## config.mk

```make
export PLATFORM = sky130hd
export DESIGN_NAME = projectile_engine_flat
export DESIGN_NICKNAME = d
export VERILOG_FILES = /design/src/rtl/projectile_engine_if.sv /design/src/rtl/projectile_engine.sv /design/src/flat_wrapper.sv
export SDC_FILE = /design/constraint.sdc
export NUM_CORES = 1
export LEC_CHECK = 0
export CAP_MARGIN = 25
export CORE_MARGIN = 2
export CORE_UTILIZATION = 30
export CTS_BUF_LIST = sky130_fd_sc_hd__clkbuf_4 sky130_fd_sc_hd__clkbuf_8 sky130_fd_sc_hd__clkbuf_16
export DETAILED_ROUTE_END_ITERATION = 16
export GPL_TIMING_DRIVEN = 0
export PLACE_DENSITY = 0.57
export RECOVER_POWER = 25
export SYNTH_ARGS = -nofsm -noshare
export SYNTH_HDL_FRONTEND = slang
export SYNTH_SLANG_ARGS = --single-unit
```

## constraint.sdc

```tcl
create_clock -name clock -period 8.45 [get_ports clock]
set_input_delay 2.1125 -clock clock [delete_from_list [all_inputs] [get_ports clock]]
set_output_delay 2.1125 -clock clock [all_outputs]
set_load 0.03 [all_outputs]
```

## src/rtl/projectile_engine_if.sv

```systemverilog
// Bundles the fire, frame and render signals of projectile_engine.
//   master : the producer side (fire buttons, origins, frame tick, raster position)
//            and the consumer of status and render results.
//   slave  : projectile_engine itself.
// Signals:
//   fire_n       active-low fire button per channel
//   origin_x/y   spawn position per channel, channel c at [c*W +: W]
//   frame_tick   frame-update request (level; rising edge acted on)
//   display_col/row  current raster pixel
//   busy         frame update running
//   hit, hit_channel, sprite_x, sprite_y  registered render result
//   active_count number of live slots
//   drop         one-cycle pulse when a fire request found no free slot
//   dbg_state    frame FSM state, for observation only
interface projectile_engine_if #(
  parameter int MAX_SHOTS = 16,
  parameter int CHANNELS  = 2,
  parameter int XW        = 12,
  parameter int YW        = 11,
  parameter int SIZE      = 32
);
  localparam int CW = (CHANNELS > 1) ? $clog2(CHANNELS) : 1;
  localparam int SW = $clog2(SIZE);
  localparam int AW = $clog2(MAX_SHOTS) + 1;

  logic [CHANNELS-1:0]    fire_n;
  logic [CHANNELS*XW-1:0] origin_x;
  logic [CHANNELS*YW-1:0] origin_y;
  logic                   frame_tick;
  logic [XW-1:0]          display_col;
  logic [YW-1:0]          display_row;
  logic                   busy;
  logic                   hit;
  logic [CW-1:0]          hit_channel;
  logic [SW-1:0]          sprite_x;
  logic [SW-1:0]          sprite_y;
  logic [AW-1:0]          active_count;
  logic                   drop;
  logic [1:0]             dbg_state;

  modport master (
    output fire_n, origin_x, origin_y, frame_tick, display_col, display_row,
    input  busy, hit, hit_channel, sprite_x, sprite_y, active_count, drop, dbg_state
  );

  modport slave (
    input  fire_n, origin_x, origin_y, frame_tick, display_col, display_row,
    output busy, hit, hit_channel, sprite_x, sprite_y, active_count, drop, dbg_state
  );
endinterface

```

## src/rtl/projectile_engine.sv

```systemverilog
// Multi-channel projectile manager.
// Each channel's fire button edge becomes a pending request carrying the origin
// latched at the edge. On a frame_tick rising edge the frame FSM spends CHANNELS
// cycles inserting pending requests into the lowest free slots, then MAX_SHOTS
// cycles moving slot i on cycle i (even channels up, odd channels down) and
// retiring shots that leave the playfield. Every cycle the raster position is
// tested against all live slots and the lowest-index covering shot is reported
// one cycle later.
// Ports:
//   clock  system clock
//   reset  synchronous, active-high
//   bus    projectile_engine_if.slave (fire/frame inputs, render and status outputs)
//
// Request protocol: a fire request is raised by a 1->0 edge of fire_n[c] and is
// held in pending[c] until that channel's INSERT cycle consumes it (inserted or
// dropped). Edges arriving while a request is held are ignored, except an edge
// in the very cycle the request is consumed, which becomes the new request.
module projectile_engine #(
  parameter int MAX_SHOTS = 16,
  parameter int CHANNELS  = 2,
  parameter int XW        = 12,
  parameter int YW        = 11,
  parameter int SIZE      = 32,
  parameter int SPEED     = 8,
  parameter int Y_LIMIT   = 1200
) (
  input logic              clock,
  input logic              reset,
  projectile_engine_if.slave bus
);
  localparam int CW  = (CHANNELS > 1) ? $clog2(CHANNELS) : 1;
  localparam int SW  = $clog2(SIZE);
  localparam int AW  = $clog2(MAX_SHOTS) + 1;
  localparam int SLW = $clog2(MAX_SHOTS);
  localparam int IW  = $clog2(MAX_SHOTS + CHANNELS) + 1;

  localparam logic [1:0] ST_IDLE   = 2'd0;
  localparam logic [1:0] ST_INSERT = 2'd1;
  localparam logic [1:0] ST_MOVE   = 2'd2;

  logic [1:0]          state;
  logic [IW-1:0]       step;
  logic [CHANNELS-1:0] fire_q;
  logic                tick_q;
  logic [CHANNELS-1:0] pending;
  logic [XW-1:0]       lat_x [CHANNELS];
  logic [YW-1:0]       lat_y [CHANNELS];

  logic [MAX_SHOTS-1:0] slot_valid;
  logic [XW-1:0]        slot_x  [MAX_SHOTS];
  logic [YW-1:0]        slot_y  [MAX_SHOTS];
  logic [CW-1:0]        slot_ch [MAX_SHOTS];

  logic          drop_r;
  logic [AW-1:0] active_r;
  logic          hit_r;
  logic [CW-1:0] hit_ch_r;
  logic [SW-1:0] spr_x_r;
  logic [SW-1:0] spr_y_r;

  // ---------------- request capture ----------------
  logic [CHANNELS-1:0] fire_edge;
  logic                tick_rise;
  logic [CW-1:0]       ins_ch;
  logic                ins_pending;
  logic [CHANNELS-1:0] ins_clear;
  logic [CHANNELS-1:0] capture;

  assign fire_edge   = fire_q & ~bus.fire_n;
  assign tick_rise   = bus.frame_tick & ~tick_q;
  assign ins_ch      = step[CW-1:0];
  assign ins_pending = (state == ST_INSERT) && pending[ins_ch];

  always_comb begin
    ins_clear = '0;
    if (ins_pending) ins_clear[ins_ch] = 1'b1;
  end

  // A request being consumed this cycle frees the channel for a coincident edge.
  assign capture = fire_edge & (~pending | ins_clear);

  // ---------------- free slot search (lowest index) ----------------
  logic           free_found;
  logic [SLW-1:0] free_idx;

  always_comb begin
    free_found = 1'b0;
    free_idx   = '0;
    for (int i = MAX_SHOTS - 1; i >= 0; i--) begin
      if (!slot_valid[i]) begin
        free_found = 1'b1;
        free_idx   = SLW'(i);
      end
    end
  end

  // ---------------- move step for the slot selected by step ----------------
  logic [SLW-1:0] mv_slot;
  logic           mv_live;
  logic           mv_up;
  logic [YW:0]    y_down;
  logic           mv_kill;

  assign mv_slot = step[SLW-1:0];
  assign mv_live = (state == ST_MOVE) && slot_valid[mv_slot];
  assign mv_up   = ~slot_ch[mv_slot][0];
  // One extra bit so a shot near the bottom cannot wrap back to the top.
  assign y_down  = {1'b0, slot_y[mv_slot]} + (YW+1)'(SPEED);
  assign mv_kill = mv_up ? (slot_y[mv_slot] < YW'(SPEED))
                         : (y_down > (YW+1)'(Y_LIMIT));

  // ---------------- popcount ----------------
  logic [AW-1:0] valid_cnt;

  always_comb begin
    valid_cnt = '0;
    for (int i = 0; i < MAX_SHOTS; i++) valid_cnt = valid_cnt + AW'(slot_valid[i]);
  end

  // ---------------- control and valid bits ----------------
  always_ff @(posedge clock) begin
    if (reset) begin
      state      <= ST_IDLE;
      step       <= '0;
      fire_q     <= '1;
      tick_q     <= 1'b0;
      pending    <= '0;
      slot_valid <= '0;
      drop_r     <= 1'b0;
      active_r   <= '0;
    end else begin
      fire_q   <= bus.fire_n;
      tick_q   <= bus.frame_tick;
      active_r <= valid_cnt;
      drop_r   <= ins_pending && !free_found;

      for (int c = 0; c < CHANNELS; c++) begin
        if (capture[c])        pending[c] <= 1'b1;
        else if (ins_clear[c]) pending[c] <= 1'b0;
      end

      if (ins_pending && free_found) slot_valid[free_idx] <= 1'b1;
      if (mv_live && mv_kill)        slot_valid[mv_slot]  <= 1'b0;

      case (state)
        ST_IDLE: begin
          if (tick_rise) begin
            state <= ST_INSERT;
            step  <= '0;
          end
        end
        ST_INSERT: begin
          if (step == IW'(CHANNELS - 1)) begin
            state <= ST_MOVE;
            step  <= '0;
          end else begin
            step <= step + 1'b1;
          end
        end
        ST_MOVE: begin
          if (step == IW'(MAX_SHOTS - 1)) begin
            state <= ST_IDLE;
            step  <= '0;
          end else begin
            step <= step + 1'b1;
          end
        end
        default: begin
          state <= ST_IDLE;
          step  <= '0;
        end
      endcase
    end
  end

  // ---------------- slot and origin payload (no reset needed) ----------------
  always_ff @(posedge clock) begin
    if (!reset) begin
      for (int c = 0; c < CHANNELS; c++) begin
        if (capture[c]) begin
          lat_x[c] <= bus.origin_x[c*XW +: XW];
          lat_y[c] <= bus.origin_y[c*YW +: YW];
        end
      end
      if (ins_pending && free_found) begin
        slot_x[free_idx]  <= lat_x[ins_ch];
        slot_y[free_idx]  <= lat_y[ins_ch];
        slot_ch[free_idx] <= ins_ch;
      end
      if (mv_live && !mv_kill) begin
        slot_y[mv_slot] <= mv_up ? (slot_y[mv_slot] - YW'(SPEED)) : y_down[YW-1:0];
      end
    end
  end

  // ---------------- render path ----------------
  logic           r_hit;
  logic [SLW-1:0] r_idx;

  // Compare at one extra bit so a shot near the right/bottom edge does not wrap.
  always_comb begin
    r_hit = 1'b0;
    r_idx = '0;
    for (int i = MAX_SHOTS - 1; i >= 0; i--) begin
      if (slot_valid[i]
          && ({1'b0, bus.display_col} >= {1'b0, slot_x[i]})
          && ({1'b0, bus.display_col} <  ({1'b0, slot_x[i]} + (XW+1)'(SIZE)))
          && ({1'b0, bus.display_row} >= {1'b0, slot_y[i]})
          && ({1'b0, bus.display_row} <  ({1'b0, slot_y[i]} + (YW+1)'(SIZE)))) begin
        r_hit = 1'b1;
        r_idx = SLW'(i);
      end
    end
  end

  always_ff @(posedge clock) begin
    if (reset) begin
      hit_r    <= 1'b0;
      hit_ch_r <= '0;
      spr_x_r  <= '0;
      spr_y_r  <= '0;
    end else begin
      hit_r    <= r_hit;
      hit_ch_r <= r_hit ? slot_ch[r_idx] : '0;
      spr_x_r  <= r_hit ? SW'(bus.display_col - slot_x[r_idx]) : '0;
      spr_y_r  <= r_hit ? SW'(bus.display_row - slot_y[r_idx]) : '0;
    end
  end

  assign bus.busy         = (state != ST_IDLE);
  assign bus.hit          = hit_r;
  assign bus.hit_channel  = hit_ch_r;
  assign bus.sprite_x     = spr_x_r;
  assign bus.sprite_y     = spr_y_r;
  assign bus.active_count = active_r;
  assign bus.drop         = drop_r;
  assign bus.dbg_state    = state;
endmodule

```

## src/flat_wrapper.sv

```systemverilog
// flat-port wrapper written by rule: the top's interface ports become plain ports
module projectile_engine_flat 
#(
  parameter int MAX_SHOTS = 16,
  parameter int CHANNELS  = 2,
  parameter int XW        = 12,
  parameter int YW        = 11,
  parameter int SIZE      = 32,
  parameter int SPEED     = 8,
  parameter int Y_LIMIT   = 1200
)
  (clock, reset, bus_fire_n, bus_origin_x, bus_origin_y, bus_frame_tick, bus_display_col, bus_display_row, bus_busy, bus_hit, bus_hit_channel, bus_sprite_x, bus_sprite_y, bus_active_count, bus_drop, bus_dbg_state);
  projectile_engine_if #(.MAX_SHOTS(MAX_SHOTS), .CHANNELS(CHANNELS), .XW(XW), .YW(YW), .SIZE(SIZE)) bus_i ();
  input logic clock;
  input logic reset;
  input wire logic [$bits(bus_i.fire_n)-1:0] bus_fire_n;
  input wire logic [$bits(bus_i.origin_x)-1:0] bus_origin_x;
  input wire logic [$bits(bus_i.origin_y)-1:0] bus_origin_y;
  input wire logic [$bits(bus_i.frame_tick)-1:0] bus_frame_tick;
  input wire logic [$bits(bus_i.display_col)-1:0] bus_display_col;
  input wire logic [$bits(bus_i.display_row)-1:0] bus_display_row;
  output wire logic [$bits(bus_i.busy)-1:0] bus_busy;
  output wire logic [$bits(bus_i.hit)-1:0] bus_hit;
  output wire logic [$bits(bus_i.hit_channel)-1:0] bus_hit_channel;
  output wire logic [$bits(bus_i.sprite_x)-1:0] bus_sprite_x;
  output wire logic [$bits(bus_i.sprite_y)-1:0] bus_sprite_y;
  output wire logic [$bits(bus_i.active_count)-1:0] bus_active_count;
  output wire logic [$bits(bus_i.drop)-1:0] bus_drop;
  output wire logic [$bits(bus_i.dbg_state)-1:0] bus_dbg_state;
  assign bus_i.fire_n = bus_fire_n;
  assign bus_i.origin_x = bus_origin_x;
  assign bus_i.origin_y = bus_origin_y;
  assign bus_i.frame_tick = bus_frame_tick;
  assign bus_i.display_col = bus_display_col;
  assign bus_i.display_row = bus_display_row;
  assign bus_busy = bus_i.busy;
  assign bus_hit = bus_i.hit;
  assign bus_hit_channel = bus_i.hit_channel;
  assign bus_sprite_x = bus_i.sprite_x;
  assign bus_sprite_y = bus_i.sprite_y;
  assign bus_active_count = bus_i.active_count;
  assign bus_drop = bus_i.drop;
  assign bus_dbg_state = bus_i.dbg_state;
  projectile_engine #(.MAX_SHOTS(MAX_SHOTS), .CHANNELS(CHANNELS), .XW(XW), .YW(YW), .SIZE(SIZE), .SPEED(SPEED), .Y_LIMIT(Y_LIMIT)) u_core (.clock(clock), .reset(reset), .bus(bus_i));
endmodule
```

# After elaboration in Yosys (flattened, before gate mapping)
# Memories as Yosys holds them, arrays and structs flattened. A register that Yosys moved wholly into a read port is not among the register bits.
# Cells that the tools add are included.
# op_classes
order_cmp	72
mul	0
bitwise	11
reduce_logical	82
shifts	0
add_sub_neg	52
mux	115
div	0
eq_ne	7
# op_table
operator	count
$add 12x6->13 const B	16
$lt 12x13->1	16
$add 11x6->12 const B	16
$ge 12x12->1	16
$lt 11x12->1	16
$ge 11x11->1	16
$mux 4	37
$logic_and 1x1->1	73
$add 5x1->5	14
$mux 1	60
$mux 16	3
$mux 11	2
$mux 6	3
$pmux 6 s3	1
$and 16x16->16	1
$not 16->16	1
$or 16x16->16	1
$add 11x4->12 const B	1
$gt 12x11->1 const B	1
$lt 11x4->1 const B	1
$reduce_or 11->1	1
$sub 11x4->11 const B	1
$lt 4x5->1 const B	2
$sub 5x5->5	2
26 further kinds	38
# totals
output_inout_bits	21
rom_bits	0
latchBits	0
input_bits	74
ff_bits	46
ramBits	430
elab_cells	356
memories	5
# mem_list
name	words	word_bits	rd	rd_ports_with_merged_regs	write_ports	line_no	text
u_core.slot_x	16	12	17	0	1	projectile_engine.sv:50	logic [XW-1:0] slot_x [MAX_SHOTS];
u_core.slot_y	16	11	18	1	1	projectile_engine.sv:51	logic [YW-1:0] slot_y [MAX_SHOTS];
u_core.lat_x	2	12	1	1	2	projectile_engine.sv:46	logic [XW-1:0] lat_x [CHANNELS];
u_core.lat_y	2	11	1	1	2	projectile_engine.sv:47	logic [YW-1:0] lat_y [CHANNELS];
u_core.slot_ch	16	1	2	2	1	projectile_engine.sv:52	logic [CW-1:0] slot_ch [MAX_SHOTS];

# Longest topological paths before layout
# depth
word_depth	25
depth_mapped	30
mapped_depth_nobuf	27

# Worst setup path after synthesis
# No wires, ideal clock.
# synth_timing
path_type	input-to-reg
from	in bus_display_row[0]
to	reg u_core.spr_x_r[4], in the netlist u_core.bus.sprite_x[4]
path_stages	25
required_ps	8333
path_slack_ps	1700
setup_time_ps	117
arrival_ps	6632
path_buffers	2
cell_sequence	inv_1 > ha_1 > nand2b_1 > a21oi_1 > a211oi_1 > or4_1 > a31oi_1 > and4bb_2 > o31ai_1 > a211oi_1 > o31ai_1 > buf_2 > buf_1 > nand2_1 > o22ai_1 > nor2_1 > ha_1 > fa_1 > inv_1 > a21o_1 > a21oi_1 > xor2_1 > and3_1 > mux2i_1 > nand2_1
# synth_via
elab_chain_cells	21
elab_cells_between_ends	100
cone_classes	add/sub (1); order compare (32); mux (32); bitwise (1); reduce/logical (33); memory (1)
# synth_rtl
element	line_no	text
start: declaration	flat_wrapper.sv:21	input wire logic [$bits(bus_i.display_row)-1:0] bus_display_row;
$ge 11x11->1	projectile_engine.sv:208	&& ({1'b0, bus.display_row} >= {1'b0, slot_y[i]})
$logic_and 1x1->1	projectile_engine.sv:208	
$logic_and 1x1->1	projectile_engine.sv:209	&& ({1'b0, bus.display_row} < ({1'b0, slot_y[i]} + (YW+1)'(SIZE)))) begin
$mux 4 / $mux 1 (equally long branches) (16 in series)	projectile_engine.sv:205	if (slot_valid[i]
$mem_v2 16x12 / $not 1->1 (equally long branches)	-	
$sub 5x5->5 / $reduce_or 2->1 (equally long branches)	-	
end signal: assignment	projectile_engine.sv:225	spr_x_r <= r_hit ? SW'(bus.display_col - slot_x[r_idx]) : '0;
end: declaration	projectile_engine.sv:58	logic [SW-1:0] spr_x_r;
# Several ways; a longest one is shown, not always the timed one.
# A chain may end at the register's enable or synchronous reset.

# Worst setup path in the final report
# layout_timing
from	in bus_display_col[2]
to	reg u_core.spr_y_r[4], in the netlist u_core.bus.sprite_y[4]
# layout_via
elab_chain_cells	23
elab_cells_between_ends	132
cone_classes	add/sub (1); order compare (32); mux (32); bitwise (1); reduce/logical (65); memory (1)
# layout_rtl
element	line_no	text
start: declaration	flat_wrapper.sv:20	input wire logic [$bits(bus_i.display_col)-1:0] bus_display_col;
$ge 12x12->1	projectile_engine.sv:206	&& ({1'b0, bus.display_col} >= {1'b0, slot_x[i]})
$logic_and 1x1->1	projectile_engine.sv:206	
$logic_and 1x1->1	projectile_engine.sv:207	&& ({1'b0, bus.display_col} < ({1'b0, slot_x[i]} + (XW+1)'(SIZE)))
$logic_and 1x1->1	projectile_engine.sv:208	
$logic_and 1x1->1	projectile_engine.sv:209	
$mux 4 / $mux 1 (equally long branches) (16 in series)	projectile_engine.sv:205	
$mem_v2 16x11 / $not 1->1 (equally long branches)	-	
$sub 5x5->5 / $reduce_or 2->1 (equally long branches)	-	
end signal: assignment	projectile_engine.sv:226	spr_y_r <= r_hit ? SW'(bus.display_row - slot_y[r_idx]) : '0;
end: declaration	projectile_engine.sv:59	logic [SW-1:0] spr_y_r;
# Several ways; a longest one is shown, not always the timed one.

==> results.json <==
{
  "gp_congestion": 0.938,
  "fin_crit_ns": 8.29,
  "clock_sinks": 481,
  "vias": 28600,
  "critPathMaxFanout": 12,
  "tightest_slew_ns": 1.59,
  "synth_cell_types": 88,
  "grt_max_degree": 33,
  "status": "finished, violations left",
  "grt-ovfl-total": 0,
  "clock-root-buffer": "clkbuf_16",
  "die_h_um": 354,
  "grt_pass1_vias": 28200,
  "worst-r2r-cell-count": 15,
  "route.met2.wl_mm": 54.4,
  "die_area_um2": 125000,
  "finalHoldViolations": 0,
  "fin_util": 0.349,
  "stdcell_count": 5314,
  "wirelength_met1_mm": 53.3,
  "path_clk_slew_ns": 0.06,
  "dp_cells": 5205,
  "rows": 128,
  "vdd_drop_max_mv": 0.165,
  "slew_viol_final": 14,
  "r2r_end": "u_core.slot_y[14][9]",
  "cap_violations": 1,
  "ctsHtreeMaxLevel": 2,
  "grt_first_pass_wirelength_mm": 181,
  "synthTopCellsByArea": "edfxtp_1, ha_1, inv_1",
  "io_buffers": 93,
  "start_kind": "input port",
  "finalWirelength_mm": 123,
  "yosysSeqAreaShare": 0.379,
  "drive_gt1_frac": 0.0871,
  "cts_tree": "built",
  "end_kind": "flip-flop",
  "fin_crit_sh": 0.981,
  "layout_common_cells": "ha_1, inv_1, edfxtp_1",
  "fmax_ghz": 0.121,
  "p_total_mw": 6.71,
  "ctsHoldBuffers": 0,
  "avgSynthCellArea_um2": 10.7,
  "crit_type": "input port to flip-flop",
  "min_path_type": "flip-flop to flip-flop",
  "yosysWarnings": 0,
  "skew_ns": 0.0258,
  "first_pass_iters": 5,
  "dp_hpwl_mm": 95.4,
  "place_ws_ns": -0.981,
  "die_x_um": 354,
  "area_growth_pct": 15.4,
  "top_layer": "met5",
  "syn_nets": 4158,
  "violations": "capacitance limit, slew limit",
  "mostFrequentLayoutCell": "ha_1",
  "worstPathRequired_ns": 8.94,
  "drcViolationCount": 0,
  "antenna_found_initial": 9,
  "avgViaCountPerCell": 5.38,
  "routed-wl-met3_mm": 9.14,
  "drt_iter0_markers": 2640,
  "synth_area_leader_cell": "edfxtp_1",
  "track_usage": 0.193,
  "start_util": 0.302,
  "synth_top_area_frac": 0.351,
  "synth-edff-count": 430,
  "fillers": 12200,
  "finalSetupTns_ns": 0,
  "final_net_count": 4356,
  "slew-limit-headroom": -0.0614,
  "clock_latency_ns": 0.65,
  "postLayoutSetupSlackWorst_ns": 0.163,
  "powerDensity_nw_per_um2": 158,
  "ios": 95,
  "core_um2": 122000,
  "ys.flop_type": "edfxtp_1",
  "async_flop_share": 0,
  "min_from": "u_core.fire_q[0]",
  "arrival_ns": 8.78,
  "wl_per_cell_um": 23.2,
  "finalSetupViolCount": 0,
  "ff2ff_setup_slack_ns": 1.00,
  "ys_ff_latch": 481,
  "hold_path_end": "u_core.pending[0]",
  "holdPathStages": 2,
  "synthCells": 3441,
  "numCtsBuffers": 56,
  "ant_nets": 0,
  "synth_area_um2": 36800,
  "total_leakage_power_nw": 18.0,
  "ctsLongestPathBuffers": 3,
  "rsz0062_at_grt": "no"
}
-- metrics by stage --
stage / hold slack [ns] / instance area [um^2]
3_5_place_dp: 0.474 / 40500
6_report: 0.493 / 42500
4_1_cts: 0.509 / 42500
3_3_place_gp: 0.456 / 39800
5_1_grt: 0.527 / 42500
2_1_floorplan: 0.445 / 36800
-- layer usage --
metal | global-route usage | vias up
met3 | 0.0340 | 243
met2 | 0.305 | 1073
met1 | 0.259 | 14000
li1 | - | 13300
met4 | 0.0861 | 4
met5 | 0 | -
-- report_power, final --
part,total (mW),switching (mW),internal (mW),leakage [nW]
clock network,2.59,1.06,1.53,0.959
registers,2.77,0.0343,2.74,4.29
logic,1.35,0.876,0.469,12.7
-- worst max path at each step --
stage / start / to / slack (ns)
after floorplan: bus_display_row[0] / u_core.bus.sprite_x[4] / 1.70
after global placement: bus_display_row[8] / u_core.bus.sprite_y[4] / -3.61
after detailed placement: bus_display_row[2] / u_core.bus.sprite_x[4] / -0.98
after CTS: bus_display_row[1] / u_core.bus.sprite_y[4] / 0.006
after global routing: bus_display_row[0] / u_core.bus.sprite_x[4] / 0.04
final: bus_display_col[2] / u_core.bus.sprite_y[4] / 0.16
-- sequential cells by signal, summed over array words and instances (netlist names), 2 cells and up, named ones only --
name                     flops
u_core.slot_x              192
u_core.slot_y              176
u_core.lat_x                24
u_core.lat_y                22
u_core.slot_ch              16
u_core.slot_valid           16
u_core.step                  6
u_core.bus.active_count      5
u_core.bus.sprite_x          5
u_core.bus.sprite_y          5
u_core.bus.dbg_state         2
u_core.fire_q                2
u_core.pending               2
-- timing repair --
action / CTS / global route
endpoints found under the setup margin: 2 / 2
buffers inserted: 0 / 1
endpoints found under the hold margin: 0 / 0
resized for setup: 4 / 12
pin swaps: 0 / 1
-- cell families (layout without fill, tap and decap cells) --
kind of cell	count (synthesis)	after routing	synth area share
AO/OA/AOI/OAI	729	729	0.130
adder cells (fa/ha/maj)	643	643	0.221
XOR/XNOR	166	166	0.0395
multiplexers	173	173	0.0731
AND/OR/NAND/NOR	735	735	0.103
other	0	3	0
buffers and inverters	514	759	0.0552
flip-flops	481	481	0.379
-- synth_stat cells (all sizes together), types with 43 or more instances --
cell	instances
nor2	138
mux4	75
mux2i	84
inv	457
nor3	66
nor2b	56
o21ai	154
a21oi	188
nand3	151
ha	631
nand2	137
o21a	43
edfxtp	430
xnor2	152
a211oi	54
dfxtp	51
a21o	62
-- area by class of cell --
class / count / area, um^2 / area share
inverter: 458 / 1720 / 0.0405
clock buffer: 71 / 1560 / 0.0368
timing repair buffer: 141 / 1600 / 0.0377
antenna: 3 / 7.51 / 0.000177
sequential: 481 / 13900 / 0.328
tap: 1625 / 2030 / 0.0479
buffer: 55 / 307 / 0.00722
clock inverter: 34 / 382 / 0.00899
multi-input combinational: 2446 / 20900 / 0.493
-- critical path, stage by stage --
cell and delay [ns]:
clkdlybuf4s50_1 0.71, buf_16 0.32, ha_1 0.34, a21oi_1 0.14, o21ai_0 0.11, a2111o_1 0.42
a21oi_1 0.40, a211oi_1 0.13, and3_1 0.23, or4_1 0.42, buf_2 0.18, a211oi_2 0.36
buf_4 0.28, buf_2 0.32, nand2_1 0.34, o22ai_1 0.27, nor2_1 0.08, ha_1 0.21
fa_1 0.40, inv_1 0.08, a21o_1 0.11, a21oi_1 0.13, xnor2_1 0.22, nor3_1 0.09
mux2i_1 0.20, nand2_1 0.16
Note: power is estimated with default switching activity, not from simulation.
